[src/rtl/serpent_spawner.sv]
// Spawn controller for serpent_layer: decides when a serpent enters the pyramid,
// picks its 5-step descent pattern and entry cube from an LFSR, tracks its life
// and re-arms after a delay. Honours game pause/resume/restart, KO and level end.
// Ports:
//   clk, reset (async, active-low)
//   e_start_qb, e_pause_qb, e_resume_qb : game control requests
//   KO_qb, done_move_sc                 : Q*bert killed / level complete
//   freeze_power                        : stalls the WAIT countdown
//   sp_state, sp_end                    : serpent_layer active / sequence finished
//   e_enable_sp, e_move_sp, e_XY0_sp    : spawn request, descent pattern, entry cube
//   spawn_cnt                           : completed serpents since start (saturating)
//   spawner_st                          : current FSM state (debug)
module serpent_spawner #(
  parameter logic [15:0] LFSR_SEED   = 16'hACE1,
  parameter logic [31:0] FIRST_DELAY = 32'd100_000_000,
  parameter logic [31:0] SPAWN_DELAY = 32'd50_000_000,
  parameter logic [31:0] ARM_TIMEOUT = 32'd1_000_000,
  parameter logic [20:0] XY_LEFT     = 21'h0,
  parameter logic [20:0] XY_RIGHT    = 21'h0
) (
  input  logic        clk,
  input  logic        reset,
  input  logic        e_start_qb,
  input  logic        e_pause_qb,
  input  logic        e_resume_qb,
  input  logic        KO_qb,
  input  logic        done_move_sc,
  input  logic        freeze_power,
  input  logic        sp_state,
  input  logic        sp_end,
  output logic        e_enable_sp,
  output logic [4:0]  e_move_sp,
  output logic [20:0] e_XY0_sp,
  output logic [7:0]  spawn_cnt,
  output logic [2:0]  spawner_st
);

  localparam int unsigned LfsrW = 16;
  localparam int unsigned DlyW  = 32;
  localparam int unsigned MoveW = 5;
  localparam int unsigned XyW   = 21;
  localparam int unsigned CntW  = 8;

  // A zero delay load behaves as a one-cycle WAIT.
  localparam logic [DlyW-1:0] FirstLoad   = (FIRST_DELAY == 32'd0) ? 32'd1 : FIRST_DELAY;
  localparam logic [DlyW-1:0] SpawnLoad   = (SPAWN_DELAY == 32'd0) ? 32'd1 : SPAWN_DELAY;
  localparam logic [DlyW-1:0] TimeoutLast = (ARM_TIMEOUT == 32'd0) ? 32'd0 : ARM_TIMEOUT - 32'd1;

  typedef enum logic [2:0] {
    ST_IDLE   = 3'd0,
    ST_WAIT   = 3'd1,
    ST_ARM    = 3'd2,
    ST_ACTIVE = 3'd3
  } state_e;

  typedef enum logic {
    GAME_RESUME = 1'b0,
    GAME_PAUSE  = 1'b1
  } game_e;

  state_e           state_q, state_d;
  game_e            game_q, game_d;
  logic [LfsrW-1:0] lfsr_q, lfsr_d;
  logic [DlyW-1:0]  delay_q, delay_d;
  logic [DlyW-1:0]  timeout_q, timeout_d;
  logic [MoveW-1:0] move_q, move_d;
  logic [XyW-1:0]   xy_q, xy_d;
  logic [CntW-1:0]  cnt_q, cnt_d;
  logic             en_q, en_d;
  logic             sp_end_q, sp_end_d;
  logic             sp_end_rise;

  // State and datapath registers
  always_ff @(posedge clk or negedge reset) begin
    if (!reset) begin
      state_q   <= ST_IDLE;
      game_q    <= GAME_RESUME;
      lfsr_q    <= LFSR_SEED;
      delay_q   <= '0;
      timeout_q <= '0;
      move_q    <= '0;
      xy_q      <= '0;
      cnt_q     <= '0;
      en_q      <= 1'b0;
      sp_end_q  <= 1'b0;
    end else begin
      state_q   <= state_d;
      game_q    <= game_d;
      lfsr_q    <= lfsr_d;
      delay_q   <= delay_d;
      timeout_q <= timeout_d;
      move_q    <= move_d;
      xy_q      <= xy_d;
      cnt_q     <= cnt_d;
      en_q      <= en_d;
      sp_end_q  <= sp_end_d;
    end
  end

  assign sp_end_rise = sp_end & ~sp_end_q;

  // Game layer, global events and spawn FSM
  always_comb begin
    state_d   = state_q;
    game_d    = game_q;
    delay_d   = delay_q;
    timeout_d = timeout_q;
    move_d    = move_q;
    xy_d      = xy_q;
    cnt_d     = cnt_q;
    en_d      = 1'b0;
    sp_end_d  = sp_end;
    // Fibonacci taps 16,14,13,11; the LFSR runs even while paused
    lfsr_d    = {lfsr_q[LfsrW-2:0], lfsr_q[15] ^ lfsr_q[13] ^ lfsr_q[12] ^ lfsr_q[10]};

    if (game_q == GAME_PAUSE) begin
      if (e_resume_qb) begin
        game_d = GAME_RESUME;
        en_d   = (state_q == ST_ARM);
      end else if (e_start_qb) begin
        game_d  = GAME_RESUME;
        state_d = ST_WAIT;
        delay_d = FirstLoad;
        cnt_d   = '0;
      end
    end else if (e_pause_qb) begin
      game_d = GAME_PAUSE;
    end else begin
      if (state_q != ST_IDLE && done_move_sc) begin
        state_d = ST_IDLE;
      end else if (state_q != ST_IDLE && KO_qb) begin
        state_d = ST_WAIT;
        delay_d = SpawnLoad;
      end else begin
        unique case (state_q)
          ST_IDLE: begin
            if (e_start_qb) begin
              state_d = ST_WAIT;
              delay_d = FirstLoad;
            end
          end
          ST_WAIT: begin
            if (!freeze_power) begin
              if (delay_q <= 32'd1) begin
                state_d   = ST_ARM;
                move_d    = lfsr_q[MoveW-1:0];
                xy_d      = lfsr_q[5] ? XY_RIGHT : XY_LEFT;
                timeout_d = '0;
              end else begin
                delay_d = DlyW'(delay_q - 32'd1);
              end
            end
          end
          ST_ARM: begin
            if (sp_state) begin
              state_d = ST_ACTIVE;
            end else if (timeout_q >= TimeoutLast) begin
              state_d = ST_WAIT;
              delay_d = SpawnLoad;
            end else begin
              timeout_d = DlyW'(timeout_q + 32'd1);
            end
          end
          ST_ACTIVE: begin
            if (sp_end_rise) begin
              state_d = ST_WAIT;
              delay_d = SpawnLoad;
              cnt_d   = (cnt_q == 8'hFF) ? cnt_q : CntW'(cnt_q + 8'd1);
            end
          end
          default: state_d = ST_IDLE;
        endcase
      end
      en_d = (state_d == ST_ARM);
    end
  end

  assign e_enable_sp = en_q;
  assign e_move_sp   = move_q;
  assign e_XY0_sp    = xy_q;
  assign spawn_cnt   = cnt_q;
  assign spawner_st  = 3'(state_q);

endmodule

[config.mk]
export PLATFORM = sky130hd
export DESIGN_NAME = serpent_spawner
export DESIGN_NICKNAME = d
export VERILOG_FILES = /design/src/rtl/serpent_spawner.sv
export SDC_FILE = /design/constraint.sdc
export NUM_CORES = 1
export LEC_CHECK = 0
export CORE_MARGIN = 10
export CORE_UTILIZATION = 35
export DETAILED_ROUTE_END_ITERATION = 8
export HOLD_SLACK_MARGIN = 0.08
export SLEW_MARGIN = 15
export SYNTH_ARGS = -nofsm -noshare
export SYNTH_HDL_FRONTEND = slang
export SYNTH_SLANG_ARGS = --single-unit
[constraint.sdc]
create_clock -name clk -period 2.55 [get_ports clk]
set_clock_uncertainty 0.1 [all_clocks]
set_input_delay 0.51 -clock clk [delete_from_list [all_inputs] [get_ports clk]]
set_output_delay 0.51 -clock clk [all_outputs]
set_load 0.01 [all_outputs]
==> reports/metrics.cfg <==
[status]
status = finished, violations left
violations = setup timing

[worst_hold_path]
min_to = lfsr_q[15]$_DFF_PN1_
hold_path_depth = 0
min_path_type = register to register
min-delay-start = lfsr_q[14]$_DFF_PN0_

[final_layout]
layout_commonest_cell = buf_4
area_delta_synth_final_pct = 38.9
final-seq-area_um2 = 2490
multi_input_area_um2 = 2970
layout.nets = 765
antennaDiodeCount = 0
layout-drive-gt1-share_pct = 32.7
fillers = 1424
fin_area_um2 = 7560
most-common-layout-cells = buf_4, dfrtp_1, nor2_1

[critical_path]
cpMostUsedCell = or4_4
r2r-start = delay_q[0]$_DFFE_PN0P_
worstPathCellList = inv_1 -> ha_2 -> nor2_2 -> or4_4 -> or4_4 -> or3_1 -> a21boi_2 -> a41oi_1 -> nor2_1
critPathMaxFanout = 5
critPathKind = register to register
start_kind = register
cp-startpoint = delay_q[0]$_DFFE_PN0P_
worst_path_max_delay_cell = or3_1
r2r_slack_ns = -0.17
critPathMaxStageDelay_ns = 0.50
cp.required_ns = 2.74
cp.arrival_ns = 2.92
cp-end-kind = register
r2r_end = timeout_q[19]$_DFFE_PN0P_
worstRegToRegCells = 9

[die]
fp.dieH_um = 145
coreArea_um2 = 15200
die_w_um = 145
pin_count = 48
rows = 45
dieArea_um2 = 20900
start_util_pct = 35.8

[logic_synthesis]
yosysTopAreaCellShare_pct = 41.9
synthCells = 584
async_flop_share_pct = 100
synth.distinct_cells = 72
ys_seq_area_share_pct = 45.7
ys_seq_elements = 99
yosys_warnings = 0
synthTopCellsByArea = dfrtp_1, nor2_1, o21ai_0, dfstp_2, buf_4
ys_dominant_reg_cell = dfrtp_1
synth_area_leader_cell = dfrtp_1
synth_edf_count = 0
mappedNetlistArea_um2 = 5440
synth_area_per_cell_um2 = 9.32

[global_routing]
grt_pass1_wl_um = 25700
grt_overflow = 0
grt_pass1_vias = 5148
antenna_found_initial = 0
grt_max_degree = 55
grtUsageTotal_pct = 15.2

[cts]
cts_made_buffers = 9
root_buffer = clkbuf_16
clock_latency_ns = 0.36
htree_levels = 3
clock_path_buffers = 2
cts_sinks = 99
path_clk_slew_ns = 0.08
cts_tree = done

[place]
dp_hpwl_um = 11500
io_buffers = 26
place_area_um2 = 6780
gp_congestion = 0.909

[timing]
finalSetupViolations = 66
post-route-min-period_ns = 2.72
rsz0062_at_grt = true
hold_viol = 0
slew_headroom_pct = 62.0
period_share_pct = 107
fin_ws_ns = -0.175
fmax_ghz = 0.367
worst_pin_slew_ns = 0.570
whs_ns = 0.256
slew_violations = 0

[pwr]
irDropWorstVdd_mv = 0.449
power.density_nw_per_um2 = 738
power.leakage_nw = 3.38

[drt]
drtIter0Drc = 337
dr.pass1.iters = 8
post_drt_wl_per_cell_um = 17.1
num_vias = 5150
dr.max_layer_used = met4
dr_wl_met2_um = 7880
wl_met3_um = 811
postRouteAntennaNets = 0
drc = 0
viasPerCell = 5.46
m1WireLength_um = 7250
wirelength_um = 16100

[job]
max-cap-violations = 0

[flip-flops by register name (all words and copies together), names as in the netlist]
signal       flops
delay_q         32
timeout_q       32
lfsr_q          16
spawn_cnt        8
e_move_sp        5
spawner_st       3
e_enable_sp      1
game_q           1
sp_end_q         1
[critical path, delay by kind of cell, from the launching register on]
kind                     cells  cell delay [ns]
AO/OA/AOI/OAI                2             0.38
AND/OR/NAND/NOR              5             1.53
adder cells (fa/ha/maj)      1             0.18
flip-flops                   1             0.40
buffers and inverters        1             0.07
[layer usage]
metal,up-vias,GRT usage [%]
li1,2435,-
met1,2568,19.3
met2,130,25.3
met3,17,3.81
met4,0,3.72
met5,-,0
[worst max path at each step]
stage,endpoint,slack [ns],depth (start not counted)
after floorplan,delay_q[19]$_DFFE_PN0P_,-0.14,9
after global placement,delay_q[5]$_DFFE_PN0P_,-0.24,9
after detailed placement,delay_q[5]$_DFFE_PN0P_,-0.30,9
after CTS,delay_q[13]$_DFFE_PN0P_,-0.17,10
after global routing,timeout_q[18]$_DFFE_PN0P_,-0.32,10
final,timeout_q[19]$_DFFE_PN0P_,-0.17,9
[cell type report]
cell class,instances,area share [%]
Clock buffer,9,2.98
Clock inverter,7,1.24
Tap cell,188,3.11
Multi-Input combinational cell,451,39.3
Inverter,11,0.546
Timing Repair Buffer,179,19.9
Sequential cell,99,32.9
[Yosys cell counts, types with 5 or more instances]
library cell,number
a21o_1,8
a21oi_1,29
a22o_1,6
a31oi_1,10
and3_1,12
buf_4,22
clkbuf_1,17
dfrtp_1,91
dfstp_2,8
inv_1,11
mux2_2,6
nand2_1,39
nand2b_1,7
nand3_1,12
nand4_1,9
nor2_1,66
nor2b_1,12
nor3_1,33
nor4_1,9
o211ai_1,7
o21ai_0,43
o22a_1,5
o31ai_1,7
or3_1,14
xnor2_1,8
xor2_1,13
[stage by stage]
step	setup TNS, ns	power (mW)	instances	util, %	worst slack, ns
after floorplan	-1.61	2.95	604	-	-0.143
after global placement	-7.37	3.86	906	44.6	-0.236
after detailed placement	-10.03	3.92	906	44.6	-0.297
after CTS	-5.88	5.51	935	48.1	-0.171
after global routing	-14.07	5.89	944	49.7	-0.318
final	-6.02	5.58	944	49.7	-0.175
[cells by family (layout without fill, tap and decap cells)]
family / Yosys count / after routing / share of synthesized area [%]
simple gates: 242 / 242 / 23.1
compound gates: 156 / 156 / 19.8
flops: 99 / 99 / 45.7
buf+inv: 54 / 206 / 5.54
xor+xnor: 21 / 21 / 3.38
mux: 7 / 7 / 1.43
fa+ha+maj: 4 / 4 / 0.920
other cells: 1 / 21 / 0.0689
[report_power, final]
| part | switching, mW | leakage, nW | internal [mW] | total (mW) |
|---|---|---|---|---|
| clock network | 0.715 | 0.154 | 0.713 | 1.43 |
| registers | 0.167 | 1.27 | 1.76 | 1.92 |
| logic | 1.13 | 1.96 | 1.09 | 2.22 |
[timing repair]
item	in CTS	in global routing
setup endpoints to repair	68	72
endpoints found under the hold margin	23	0
hold buffers	1	0
gates resized for setup	28	39
pin swaps	15	22
setup buffers	13	8
gates cloned	0	2
No activity file was read; power rests on OpenSTA's default activity.
